## src/rtl/dlx_rf_pkg.sv

```systemverilog
// Shared definitions for the SIMD DLX register-file write path.
package dlx_rf_pkg;

  localparam int unsigned AW_DEF   = 5;
  localparam int unsigned DW_DEF   = 32;
  localparam int unsigned REG_ZERO = 0;

  // A single requester still needs a 1-bit index.
  function automatic int unsigned idx_width(input int unsigned n);
    return (n > 1) ? $clog2(n) : 1;
  endfunction

endpackage

```

## src/rtl/rf_wr_arbiter_rr_picker.sv

```systemverilog
// Combinational round-robin search: first eligible index at or above rr_ptr, wrapping.
module rr_picker
  import dlx_rf_pkg::*;
#(
  parameter int unsigned N_REQ = 4,
  parameter int unsigned IW    = idx_width(N_REQ)
) (
  input  logic [N_REQ-1:0] eligible,
  input  logic [IW-1:0]    rr_ptr,
  output logic [IW-1:0]    winner,
  output logic             valid
);

  int unsigned w_idx;

  // Walk offsets from highest to lowest so the closest eligible index is assigned last.
  always_comb begin
    winner = '0;
    valid  = 1'b0;
    w_idx  = 0;
    for (int i = int'(N_REQ) - 1; i >= 0; i--) begin
      w_idx = int'(rr_ptr) + unsigned'(i);
      if (w_idx >= N_REQ) w_idx = w_idx - N_REQ;
      if (eligible[IW'(w_idx)]) begin
        winner = IW'(w_idx);
        valid  = 1'b1;
      end
    end
  end

endmodule

```

## src/rtl/rf_wr_arbiter.sv

```systemverilog
// Round-robin arbiter sharing the register-file write port between N_REQ write-back sources.
module rf_wr_arbiter
  import dlx_rf_pkg::*;
#(
  parameter int unsigned N_REQ = 4,
  parameter int unsigned AW    = AW_DEF,
  parameter int unsigned DW    = DW_DEF
) (
  input  logic                CLK,
  input  logic                RESET,
  input  logic [N_REQ-1:0]    req,
  input  logic [N_REQ*AW-1:0] wr_addr,
  input  logic [N_REQ*DW-1:0] wr_data,
  input  logic                rf_stall,
  output logic [N_REQ-1:0]    ack,
  output logic                rf_we,
  output logic [AW-1:0]       rf_addr,
  output logic [DW-1:0]       rf_data,
  output logic                r0_drop
);

  localparam int unsigned IW = idx_width(N_REQ);

  logic [N_REQ-1:0] r_ack;
  logic             r_we;
  logic [AW-1:0]    r_addr;
  logic [DW-1:0]    r_data;
  logic             r_drop;
  logic [IW-1:0]    r_rr_ptr;

  logic [N_REQ-1:0] w_eligible;
  logic [IW-1:0]    w_winner;
  logic             w_valid;
  logic             w_grant;
  logic [N_REQ-1:0] w_onehot;
  logic [AW-1:0]    w_sel_addr;
  logic [DW-1:0]    w_sel_data;
  logic [IW-1:0]    w_ptr_nxt;
  logic             w_is_r0;

  // The requester being acked still shows its old request, so mask it out.
  assign w_eligible = req & ~r_ack;
  assign w_grant    = w_valid & ~rf_stall;

  rr_picker #(
    .N_REQ (N_REQ),
    .IW    (IW)
  ) u_picker (
    .eligible (w_eligible),
    .rr_ptr   (r_rr_ptr),
    .winner   (w_winner),
    .valid    (w_valid)
  );

  always_comb begin
    w_onehot   = '0;
    w_sel_addr = '0;
    w_sel_data = '0;
    for (int i = 0; i < int'(N_REQ); i++) begin
      if (w_winner == IW'(i)) begin
        w_onehot[i] = 1'b1;
        w_sel_addr  = wr_addr[i*AW +: AW];
        w_sel_data  = wr_data[i*DW +: DW];
      end
    end
  end

  assign w_ptr_nxt = (w_winner == IW'(N_REQ - 1)) ? '0 : w_winner + 1'b1;
  assign w_is_r0   = (w_sel_addr == AW'(REG_ZERO));

  // Handshake and write-enable strobes: clear whenever nothing is granted.
  always_ff @(posedge CLK or posedge RESET) begin
    if (RESET) begin
      r_ack  <= '0;
      r_we   <= 1'b0;
      r_drop <= 1'b0;
    end else if (w_grant) begin
      r_ack  <= w_onehot;
      r_we   <= ~w_is_r0;
      r_drop <= w_is_r0;
    end else begin
      r_ack  <= '0;
      r_we   <= 1'b0;
      r_drop <= 1'b0;
    end
  end

  // Address, data and pointer hold their value when nothing is granted.
  always_ff @(posedge CLK or posedge RESET) begin
    if (RESET) begin
      r_addr   <= '0;
      r_data   <= '0;
      r_rr_ptr <= '0;
    end else if (w_grant) begin
      r_addr   <= w_sel_addr;
      r_data   <= w_sel_data;
      r_rr_ptr <= w_ptr_nxt;
    end
  end

  assign ack     = r_ack;
  assign rf_we   = r_we;
  assign rf_addr = r_addr;
  assign rf_data = r_data;
  assign r0_drop = r_drop;

endmodule

```

## config.mk

```make
export PLATFORM = sky130hd
export DESIGN_NAME = rf_wr_arbiter
export DESIGN_NICKNAME = d
export VERILOG_FILES = /design/src/rtl/dlx_rf_pkg.sv /design/src/rtl/rf_wr_arbiter_rr_picker.sv /design/src/rtl/rf_wr_arbiter.sv
export SDC_FILE = /design/constraint.sdc
export NUM_CORES = 1
export LEC_CHECK = 0
export CORE_MARGIN = 4
export CORE_UTILIZATION = 25
export CTS_CLUSTER_DIAMETER = 30
export CTS_CLUSTER_SIZE = 16
export DETAILED_ROUTE_END_ITERATION = 6
export GPL_TIMING_DRIVEN = 1
export PLACE_DENSITY = 0.67
export SETUP_SLACK_MARGIN = 0.5
export SLEW_MARGIN = 0
export SYNTH_ARGS = -nofsm -noshare
export SYNTH_HDL_FRONTEND = slang
export SYNTH_HIERARCHICAL = 1
export SYNTH_SLANG_ARGS = --single-unit
export TNS_END_PERCENT = 30
```

## constraint.sdc

```tcl
create_clock -name CLK -period 3.95 [get_ports CLK]
set_input_delay 1.185 -clock CLK [delete_from_list [all_inputs] [get_ports CLK]]
set_output_delay 1.185 -clock CLK [all_outputs]
set_load 0.01 [all_outputs]
```

=== Word level (Yosys, flattened, before mapping) ===
Index checks and enable logic that the tools add are counted.

* Equal/unequal tests: 3
* Div/mod/pow operators: 0
* Reduce and logical (&&, ||, !) cells: 2
* Order comparisons: 8
* Bitwise logic cells: 5
* Multipliers: 0
* Shift operators: 0
* Add/sub/neg operators: 8
* Mux-type cells: 36

{| class="wikitable"
|+ Operator list
! cell !! number
|-
| 2-to-1 mux 32 bit || 4
|-
| 2-to-1 mux 5 bit || 4
|-
| 2-to-1 mux 2 bit || 9
|-
| 2-to-1 mux 1 bit || 14
|-
| < comparator 2 x 3 -> 1 bit (second input constant) || 4
|-
| greater-or-equal comparator 3 bit (second input constant) || 3
|-
| binary-select mux 1 bit (select 2 bit) || 4
|-
| subtractor 2 x 1 -> 2 bit (second input constant) || 4
|-
| adder 2 x 2 -> 3 bit (second input constant) || 2
|-
| zero test 5 bit || 1
|-
| bitwise AND 4 bit || 1
|-
| equality test 2 bit (second input constant) || 2
|-
| 2-to-1 mux 4 bit || 1
|-
| inverter 4 bit || 1
|-
| adder 2 x 1 -> 3 bit (second input constant) || 1
|-
| greater-or-equal comparator 2 x 3 -> 1 bit (second input constant) || 1
|-
| adder 2 x 1 -> 2 bit (second input constant) || 1
|-
| equality test 2 x 1 -> 1 bit (second input constant) || 1
|-
| zero test 2 bit || 1
|-
| inverter 1 bit || 2
|-
| bitwise AND 1 bit || 1
|}

* Register bits: 45
* Input port bits: 155
* Bits in latches: 0
* RAM bits: 0
* Memory bits (read-only): 0
* Output and inout bits: 43
* Memories kept: 0

=== Depth between registers and ports, before layout ===
Gate-level depths: netlist (run 1).

* Word-level depth: 17
* Gate-level depth with buffers: 12
* Mapped depth without buffers: 10

=== Cells and area by module ===
Netlist (run 1), hierarchy kept.

{| class="wikitable"
|+ Modules (own cells, without submodules)
! module !! cells an instance !! times used !! area an instance (um^2)
|-
| rf_wr_arbiter || 370 || 1 || 2,824.0
|-
| rr_picker || 13 || 1 || 77.6
|}

=== Least setup slack after synthesis (run 1) ===
OpenSTA, ideal clock, no wires.

* Kind: in2reg
* Start point: input req[3]
* End point: register r_we (netlist: rf_we)
* Slack: 0.862 ns
* Library setup time: 0.124 ns
* Stages on the path: 9
* Path buffers: 0
* Arrival time: 2.964 ns
* Cell sequence: nor2b_1 > mux2i_1 > a211oi_2 > inv_1 > ha_1 > nor2_2 > o211ai_1 > a32o_1 > o31a_1

* Word-level cells in the longest chain between the ends: 15
* Elaborated cells between the ends (all ways): 29

{| class="wikitable"
|+ Ends and longest elaborated chain
! element !! RTL line !! text
|-
| from (decl) || rf_wr_arbiter.sv:11 || <nowiki>input logic [N_REQ-1:0] req,</nowiki>
|-
| bitwise AND 4 bit * || rf_wr_arbiter.sv:42 || <nowiki>assign w_eligible = req & ~r_ack;</nowiki>
|-
| binary-select mux 1 bit (select 2 bit) || rf_wr_arbiter_rr_picker.sv:24 || <nowiki>if (eligible[IW'(w_idx)]) begin</nowiki>
|-
| 2-to-1 mux 1 bit (implied by the code) || rf_wr_arbiter_rr_picker.sv:24 ||
|-
| 2-to-1 mux 2 bit (3 in a row) || rf_wr_arbiter_rr_picker.sv:24 ||
|-
| 2-to-1 mux 2 bit * || rf_wr_arbiter_rr_picker.sv:24 ||
|-
| named net w_winner[0] || rf_wr_arbiter.sv:32 || <nowiki>logic [IW-1:0] w_winner;</nowiki>
|-
| zero test 2 bit || rf_wr_arbiter.sv:60 || <nowiki>if (w_winner == IW'(i)) begin</nowiki>
|-
| 2-to-1 mux 5 bit (3 in a row) || rf_wr_arbiter.sv:60 ||
|-
| 2-to-1 mux 5 bit * || rf_wr_arbiter.sv:60 ||
|-
| zero test 5 bit * || rf_wr_arbiter.sv:69 || <nowiki>assign w_is_r0 = (w_sel_addr == AW'(REG_ZERO));</nowiki>
|-
| inverter 1 bit * || rf_wr_arbiter.sv:79 || <nowiki>r_we <= ~w_is_r0;</nowiki>
|-
| 2-to-1 mux 1 bit * || rf_wr_arbiter.sv:77 || <nowiki>end else if (w_grant) begin</nowiki>
|-
| to (signal assigned) || rf_wr_arbiter.sv:79 ||
|-
| to (decl) || rf_wr_arbiter.sv:25 || <nowiki>logic r_we;</nowiki>
|}

The timed path passes the listed nets; every way through them passes the cells marked *. The select of a mux whose other input is x is not followed.
A chain may end at the register's enable or synchronous reset.

=== Final worst setup path (run 1) ===
* Start point: input req[2]
* End point: register r_we (netlist: rf_we)

* Word-level cells in the longest chain between the ends: 15
* Elaborated cells between the ends (all ways): 29

{| class="wikitable"
|+ Ends and longest elaborated chain
! element !! RTL line !! text
|-
| bitwise AND 4 bit * || rf_wr_arbiter.sv:42 ||
|-
| named net w_eligible[2] || rf_wr_arbiter.sv:31 || <nowiki>logic [N_REQ-1:0] w_eligible;</nowiki>
|-
| binary-select mux 1 bit (select 2 bit) || rf_wr_arbiter_rr_picker.sv:24 ||
|-
| 2-to-1 mux 1 bit (implied by the code) || rf_wr_arbiter_rr_picker.sv:24 ||
|-
| 2-to-1 mux 2 bit (3 in a row) || rf_wr_arbiter_rr_picker.sv:24 ||
|-
| 2-to-1 mux 2 bit * || rf_wr_arbiter_rr_picker.sv:24 ||
|-
| named net w_winner[0] || rf_wr_arbiter.sv:32 ||
|-
| zero test 2 bit || rf_wr_arbiter.sv:60 ||
|-
| 2-to-1 mux 5 bit (3 in a row) || rf_wr_arbiter.sv:60 ||
|-
| 2-to-1 mux 5 bit * || rf_wr_arbiter.sv:60 ||
|-
| zero test 5 bit * || rf_wr_arbiter.sv:69 ||
|-
| inverter 1 bit * || rf_wr_arbiter.sv:79 ||
|-
| 2-to-1 mux 1 bit * || rf_wr_arbiter.sv:77 ||
|}

Marked as above.

==> results of run 1 <==
==> area by class of cell <==
| class | count | area (um^2) |
|---|---|---|
| multi-input combinational | 298 | 1700 |
| fill | 1175 | 6100 |
| sequential | 45 | 1130 |
| clock buffer | 8 | 136 |
| tap | 143 | 179 |
| inverter | 5 | 18.8 |
| timing repair buffer | 212 | 2110 |
==> worst max-delay path, cell delays in order <==
cell and delay [ps]:
sky130_fd_sc_hd__clkdlybuf4s50_1 450, sky130_fd_sc_hd__nor2b_2 160, sky130_fd_sc_hd__nand2b_1 90, sky130_fd_sc_hd__a21oi_2 170, sky130_fd_sc_hd__a211oi_2 50, sky130_fd_sc_hd__buf_4 160, sky130_fd_sc_hd__inv_1 120, sky130_fd_sc_hd__ha_4 180
sky130_fd_sc_hd__inv_2 60, sky130_fd_sc_hd__or3_1 370, sky130_fd_sc_hd__a32o_1 280, sky130_fd_sc_hd__o31a_1 280
==> kinds of logic (layout without fill, tap and decap cells) <==
family	count (synthesis)	in the layout	synth area share
AO/OA/AOI/OAI	145	145	0.325
buffers and inverters	40	225	0.0561
multiplexers	1	1	0.00345
flip-flops	45	45	0.388
AND/OR/NAND/NOR	148	148	0.210
adder cells (fa/ha/maj)	4	4	0.0172
==> synthesized netlist by cell type, drive strengths merged <==
| cell type | number | area, um^2 |
|---|---|---|
| inv | 5 | 18.8 |
| clkbuf | 19 | 71.3 |
| ha | 4 | 50.1 |
| nand2b | 6 | 37.5 |
| or3 | 1 | 6.26 |
| o31ai | 2 | 15.0 |
| nor4 | 1 | 6.26 |
| a21oi | 65 | 325 |
| nand4 | 1 | 6.26 |
| a211oi | 2 | 20.0 |
| o22ai | 1 | 6.26 |
| o22a | 2 | 17.5 |
| nand2 | 87 | 327 |
| o31a | 1 | 8.76 |
| o211ai | 68 | 510 |
| nand3 | 2 | 10.0 |
| a41o | 1 | 10.0 |
| or2 | 1 | 6.26 |
| nor2b | 5 | 31.3 |
| mux2i | 1 | 10.0 |
| nor2 | 40 | 153 |
| buf | 16 | 72.6 |
| and2 | 3 | 18.8 |
| dfrtp | 45 | 1130 |
| o211a | 1 | 10.0 |
| a32o | 2 | 20.0 |
| nor3b | 1 | 7.51 |
==> routing by layer <==
metal | vias to the layer above | wire length, um
met2 | 126 | 5840
li1 | 1722 | -
met5 | - | 0
met4 | 0 | 218
met3 | 14 | 970
met1 | 1672 | 4740
==> registers in the layout, indices dropped and copies added, names as in the netlist <==
| register | count |
|---|---|
| rf_data | 32 |
| rf_addr | 5 |
| ack | 4 |
| r_rr_ptr | 2 |
| r0_drop | 1 |
| rf_we | 1 |
==> repair_timing <==
action / 4_1_cts / 5_1_grt
resized for setup: 1 / 14
pin swaps: 1 / 2
setup buffers: 0 / 2
setup endpoints to repair: 2 / 34
==> stage by stage <==
step                      hold WS (ps)  worst slack, ps  instances  total power (uW)
after floorplan                    507              862        383              2030
after global placement             460              232        701              2940
after detailed placement           463              148        701              3000
after CTS                          479              549        709              3420
after global routing               517              475        711              3760
final                              479              559        711              3460
==> report_power, final <==
group	total [uW]	internal [uW]	switching (uW)
logic	2240	1100	1140
registers	810	681	129
clock network	404	236	169
total	3460	2020	1440
==> how the worst max path moves through the flow <==
stage | cells past startpoint | startpoint | end | slack, ps
5_1_grt | 12 | req[2] | rf_we | 470
2_1_floorplan | 9 | req[3] | rf_we | 860
6_report | 12 | req[2] | rf_we | 560
4_1_cts | 10 | req[3] | rf_we | 550
3_5_place_dp | 10 | req[3] | rf_we | 150
3_3_place_gp | 10 | req[3] | rf_we | 230
==> layout by cell type, fill, tap and decap left out, types with 3 or more instances in the layout <==
cell,count
sky130_fd_sc_hd__a21oi_1,64
sky130_fd_sc_hd__buf_4,13
sky130_fd_sc_hd__dfrtp_1,45
sky130_fd_sc_hd__nor2_1,38
sky130_fd_sc_hd__ha_4,3
sky130_fd_sc_hd__nand2_1,87
sky130_fd_sc_hd__clkdlybuf4s50_1,197
sky130_fd_sc_hd__nand2b_1,5
sky130_fd_sc_hd__clkbuf_1,3
sky130_fd_sc_hd__and2_1,3
sky130_fd_sc_hd__o211ai_1,68
sky130_fd_sc_hd__nor2b_2,3
sky130_fd_sc_hd__inv_2,3
sky130_fd_sc_hd__clkbuf_16,5
==> summary.txt, run 1 <==
Outcome - completed
Die outline area - 13400 um^2
Final setup skew - 6.55 ps
Synth-to-Final Area Change - 81.5%
Share of layout cells above drive strength 1 - 0.0687
Remaining DRCs - 0
Worst slew pin tran - 984 ps
End of the worst register-to-register path - rf_we
Final antenna diode count - 0
All-Layer GR Usage - 0.172
Hold Crit Start - rf_addr[0]
Worst-path clk slew - 60 ps
Post-route ant nets - 0
#FFs+latches synth - 45
Peak VDD IR - 0.000288 V
Kind of path behind the tightest hold check - register to register
Number of cells on the worst reg-to-reg path - 10
Number of H-tree levels - 2
IO Port Bufs - 197
Number of cells on the worst hold path - 2
Arrival time at the worst endpoint - 3560 ps
Number of standard cells after synthesis - 383
Final instance area - 5270 um^2
TritonCTS buffer count - 5
DPL Wire Length - 8960 um
Number of design-rule violations left by the first detailed-router iteration - 126
Most congested layer reported by global routing - met2
Clock period minus final worst setup slack - 3390 ps
Slew margin rel. - 0.343
Setup-failing EPs final - 0
Max-Cap Viols - 0
TritonCTS clock tree - done
Type of the worst setup path - input port to register
Met3 track demand over resource in global routing - 0.0522
Final Util - 0.463
Setup repair after global routing missed its margin - no
CP Launch Type - input port
Global-route congestion overflow total - 0
Die width - 116 um
Net count after synthesis - 542
Met2 routing resource usage after global routing - 0.298
Capturing element type of the critical path - register
Instance area after placement - 5050 um^2
Leakage power summed over all cells - 0.00200 uW
Antenna violations before repair - 0
Total Nets Final - 726
Total count of hold-check failures in the final report - 0
Clock sink total - 45
Reg2reg start - r_rr_ptr[1]
WL per Instance - 16.5 um
Final worst path period share - 0.859
Root cell of the clock tree - sky130_fd_sc_hd__clkbuf_16
Routed wire length - 11800 um
FP Rows - 39
Total Negative Setup Slacks - 0 ps
Synth Area per Inst - 7.58 um^2
Overall die height - 116 um
Ratio of total power to cell area - 656 nW/um^2
Register-to-register setup slack - 1510 ps
Detailed-route via count - 3534
Number of global-route vias before repair - 3691
Clock latency of the later-clocked register in the worst-skew pair - 280 ps
Gpl congestion - 0.850
Maximum number of pins on one net before global-route repair - 52
Maximum clock frequency - 0.295 GHz
Final count of pins violating max slew - 0
Sequential-to-total area share from yosys stat - 0.388
CP max FO - 3
Worst EP required - 4120 ps
Number of unique standard cell types used by synthesis - 31
Starting density of the core - 0.255
# IOs - 198
Max Buffers Root-to-Sink - 2
First-pass GRT wire length - 18300 um
Destination of the worst hold path - rf_addr[0]
1st-pass router iterations - 4
Post-Syn Area - 2900 um^2
Floorplan Core Area - 11400 um^2
Number of warnings issued by yosys - 6
Routed vias/inst - 4.97
Post-cts hold buffer count - 0
Met1 track demand over resource in global routing - 0.206
Power figures use the tool's default switching activity.
==> run 2, diff against run 1 <==
- GPL_TIMING_DRIVEN: 1 -> 0
==> run 2 against run 1 <==
Final area is 1.3% higher. Sequential cell count stayed put. Register-to-register slack better by 60 ps. Hold slack better by 3.7 ps. Via count is 2.1% higher. Sequential share of layout area is 0.28 points lower. Global-route usage is 1.7 points higher. Routed wire length is 8.6% higher.
==> summary.txt, run 2 (synthesis gave the netlist of run 1 again) <==
Final worst path period share - 0.846
Number of global-route vias before repair - 3778
Worst path top cell family by delay - compound AO/OA/AOI/OAI gates
CP max FO - 10
Die outline area - 13400 um^2
Count of filler cells inserted in the layout - 1155
Setup-failing EPs final - 0
TritonCTS buffer count - 5
Antenna violations before repair - 0
Remaining DRCs - 0
First-pass GRT wire length - 19600 um
Total Nets Final - 748
Worst EP required - 4120 ps
Number of design-rule violations left by the first detailed-router iteration - 140
Number of H-tree levels - 2
Setup repair after global routing missed its margin - yes
Post-Place Cells - 724
Buffers and inverters on the worst path - 3
Total count of hold-check failures in the final report - 0
IO Port Bufs - 197
Worst slew pin tran - 600 ps
Detailed-route via count - 3609
# IOs - 198
Gpl congestion - 0.909
Max-Cap Viols - 0
Flip-flop count of the largest register, all copies and words added - 32
Type of the worst setup path - input port to register
Worst path max stage delay - 450 ps
Routed vias/inst - 4.92
Kind of path behind the tightest hold check - register to register
Share of total power in sequential cells - 0.226
Global-route congestion overflow total - 0
Maximum clock frequency - 0.299 GHz
Switching power share of the total - 0.416
1st-pass router iterations - 4
Area of all sequential standard cells - 1130 um^2
Overall die height - 116 um
Arrival time at the worst endpoint - 3510 ps
Clock period minus final worst setup slack - 3340 ps
Fraction of power consumed by the clock network - 0.138
Clock sink total - 45
DPL Wire Length - 10200 um
Floorplan Core Area - 11400 um^2
Clock latency of the later-clocked register in the worst-skew pair - 290 ps
Slew margin rel. - 0.599
Maximum number of pins on one net before global-route repair - 24
WL per Instance - 17.4 um
Leakage power summed over all cells - 0.00207 uW
Post-cts hold buffer count - 0
Routed wire length - 12800 um
Ratio of total power to cell area - 671 nW/um^2
Internal Power - 2090 uW
Post-route ant nets - 0
Final Util - 0.469
Capturing element type of the critical path - register
Die width - 116 um
Proportion of power drawn by combinational gates - 0.635
All-Layer GR Usage - 0.188
Starting density of the core - 0.255
Post-layout power - 3580 uW
Share of layout cells above drive strength 1 - 0.0797
Peak VDD IR - 0.000267 V
Worst-path clk slew - 60 ps
FP Rows - 39
Synth-to-Final Area Change - 83.9%
Number of standard cells in the final layout excluding fillers - 733
TritonCTS clock tree - done
Switching power of the nets - 1490 uW
CP Launch Type - input port
Outcome - completed
Final count of pins violating max slew - 0
Commonest cells after routing, fill and taps aside - 197 x sky130_fd_sc_hd__clkdlybuf4s50_1, 87 x sky130_fd_sc_hd__nand2_1, 68 x sky130_fd_sc_hd__o211ai_1, 65 x sky130_fd_sc_hd__a21oi_1, 45 x sky130_fd_sc_hd__dfrtp_1
Root cell of the clock tree - sky130_fd_sc_hd__clkbuf_16
Final setup skew - 6.55 ps
Area occupied by multi-input gates - 1640 um^2
Max Buffers Root-to-Sink - 2
Final antenna diode count - 0
CP cell instances - clkdlybuf4s50_1 > nor2b_4 > mux2i_1 > a211oi_2 > inv_1 > ha_1 > buf_4 > nand2_1 > o211ai_1 > a32o_1 > o31a_1
Slowest cell on the critical path - sky130_fd_sc_hd__clkdlybuf4s50_1
Most common cell after layout, fill and taps aside - sky130_fd_sc_hd__clkdlybuf4s50_1
==> run 2: final timing paths <==
kind                                  from          end  slack, ps  cells after the start
worst max-delay path                req[3]        rf_we        610                     11
worst min-delay path            rf_addr[0]   rf_addr[0]        480                      2
worst max register to register      ack[3]        rf_we       1570                     10
worst min register to register  rf_addr[0]   rf_addr[0]        480                      2
max in group asynchronous            RESET  r_rr_ptr[0]       2130                      3
min in group asynchronous            RESET  rf_data[13]       1290                      2
==> run 2: final cells by class <==
class                      instances  area share
clock inverter                     1     0.00563
clock buffer                       7      0.0267
timing repair buffer             199       0.376
buffer                            35      0.0356
sequential                        45       0.211
multi-input combinational        298       0.307
tap                              143      0.0335
inverter                           5     0.00422
==> run 2: power groups by stage <==
stage	clock network [uW]	registers, uW	logic [uW]
after floorplan	0	903	1130
after global placement	0	810	2170
after detailed placement	0	816	2220
after CTS	507	813	2250
after global routing	533	840	2510
final	496	810	2270
==> run 2: timing repair <==
action,in CTS,in global routing
setup endpoints to repair,35,31
cloned,0,0
setup buffers,0,1
hold endpoints to repair,0,0
pin swaps,1,1
resized for setup,13,32
==> run 2: layer usage <==
metal | vias up | track usage | wire length [um]
met5 | - | 0 | 0
met4 | 0 | 0.0596 | 261
met3 | 18 | 0.0621 | 1050
met2 | 128 | 0.312 | 6260
met1 | 1698 | 0.233 | 5210
li1 | 1765 | - | -
==> run 2: tightest hold or removal path: stages (launching register included) <==
cell	delay, ps
sky130_fd_sc_hd__dfrtp_1	350
sky130_fd_sc_hd__nand2_1	50
sky130_fd_sc_hd__nand2_1	60
==> run 2: per-stage QoR <==
step	worst slack [ps]	hold WS [ps]	area (um^2)	TNS [ps]
floorplan	862	507	2900	0
global placement	-141	467	5050	-1450
detailed placement	-253	470	5080	-4180
CTS	504	498	5270	0
global route	474	518	5340	0
finish	606	483	5340	0
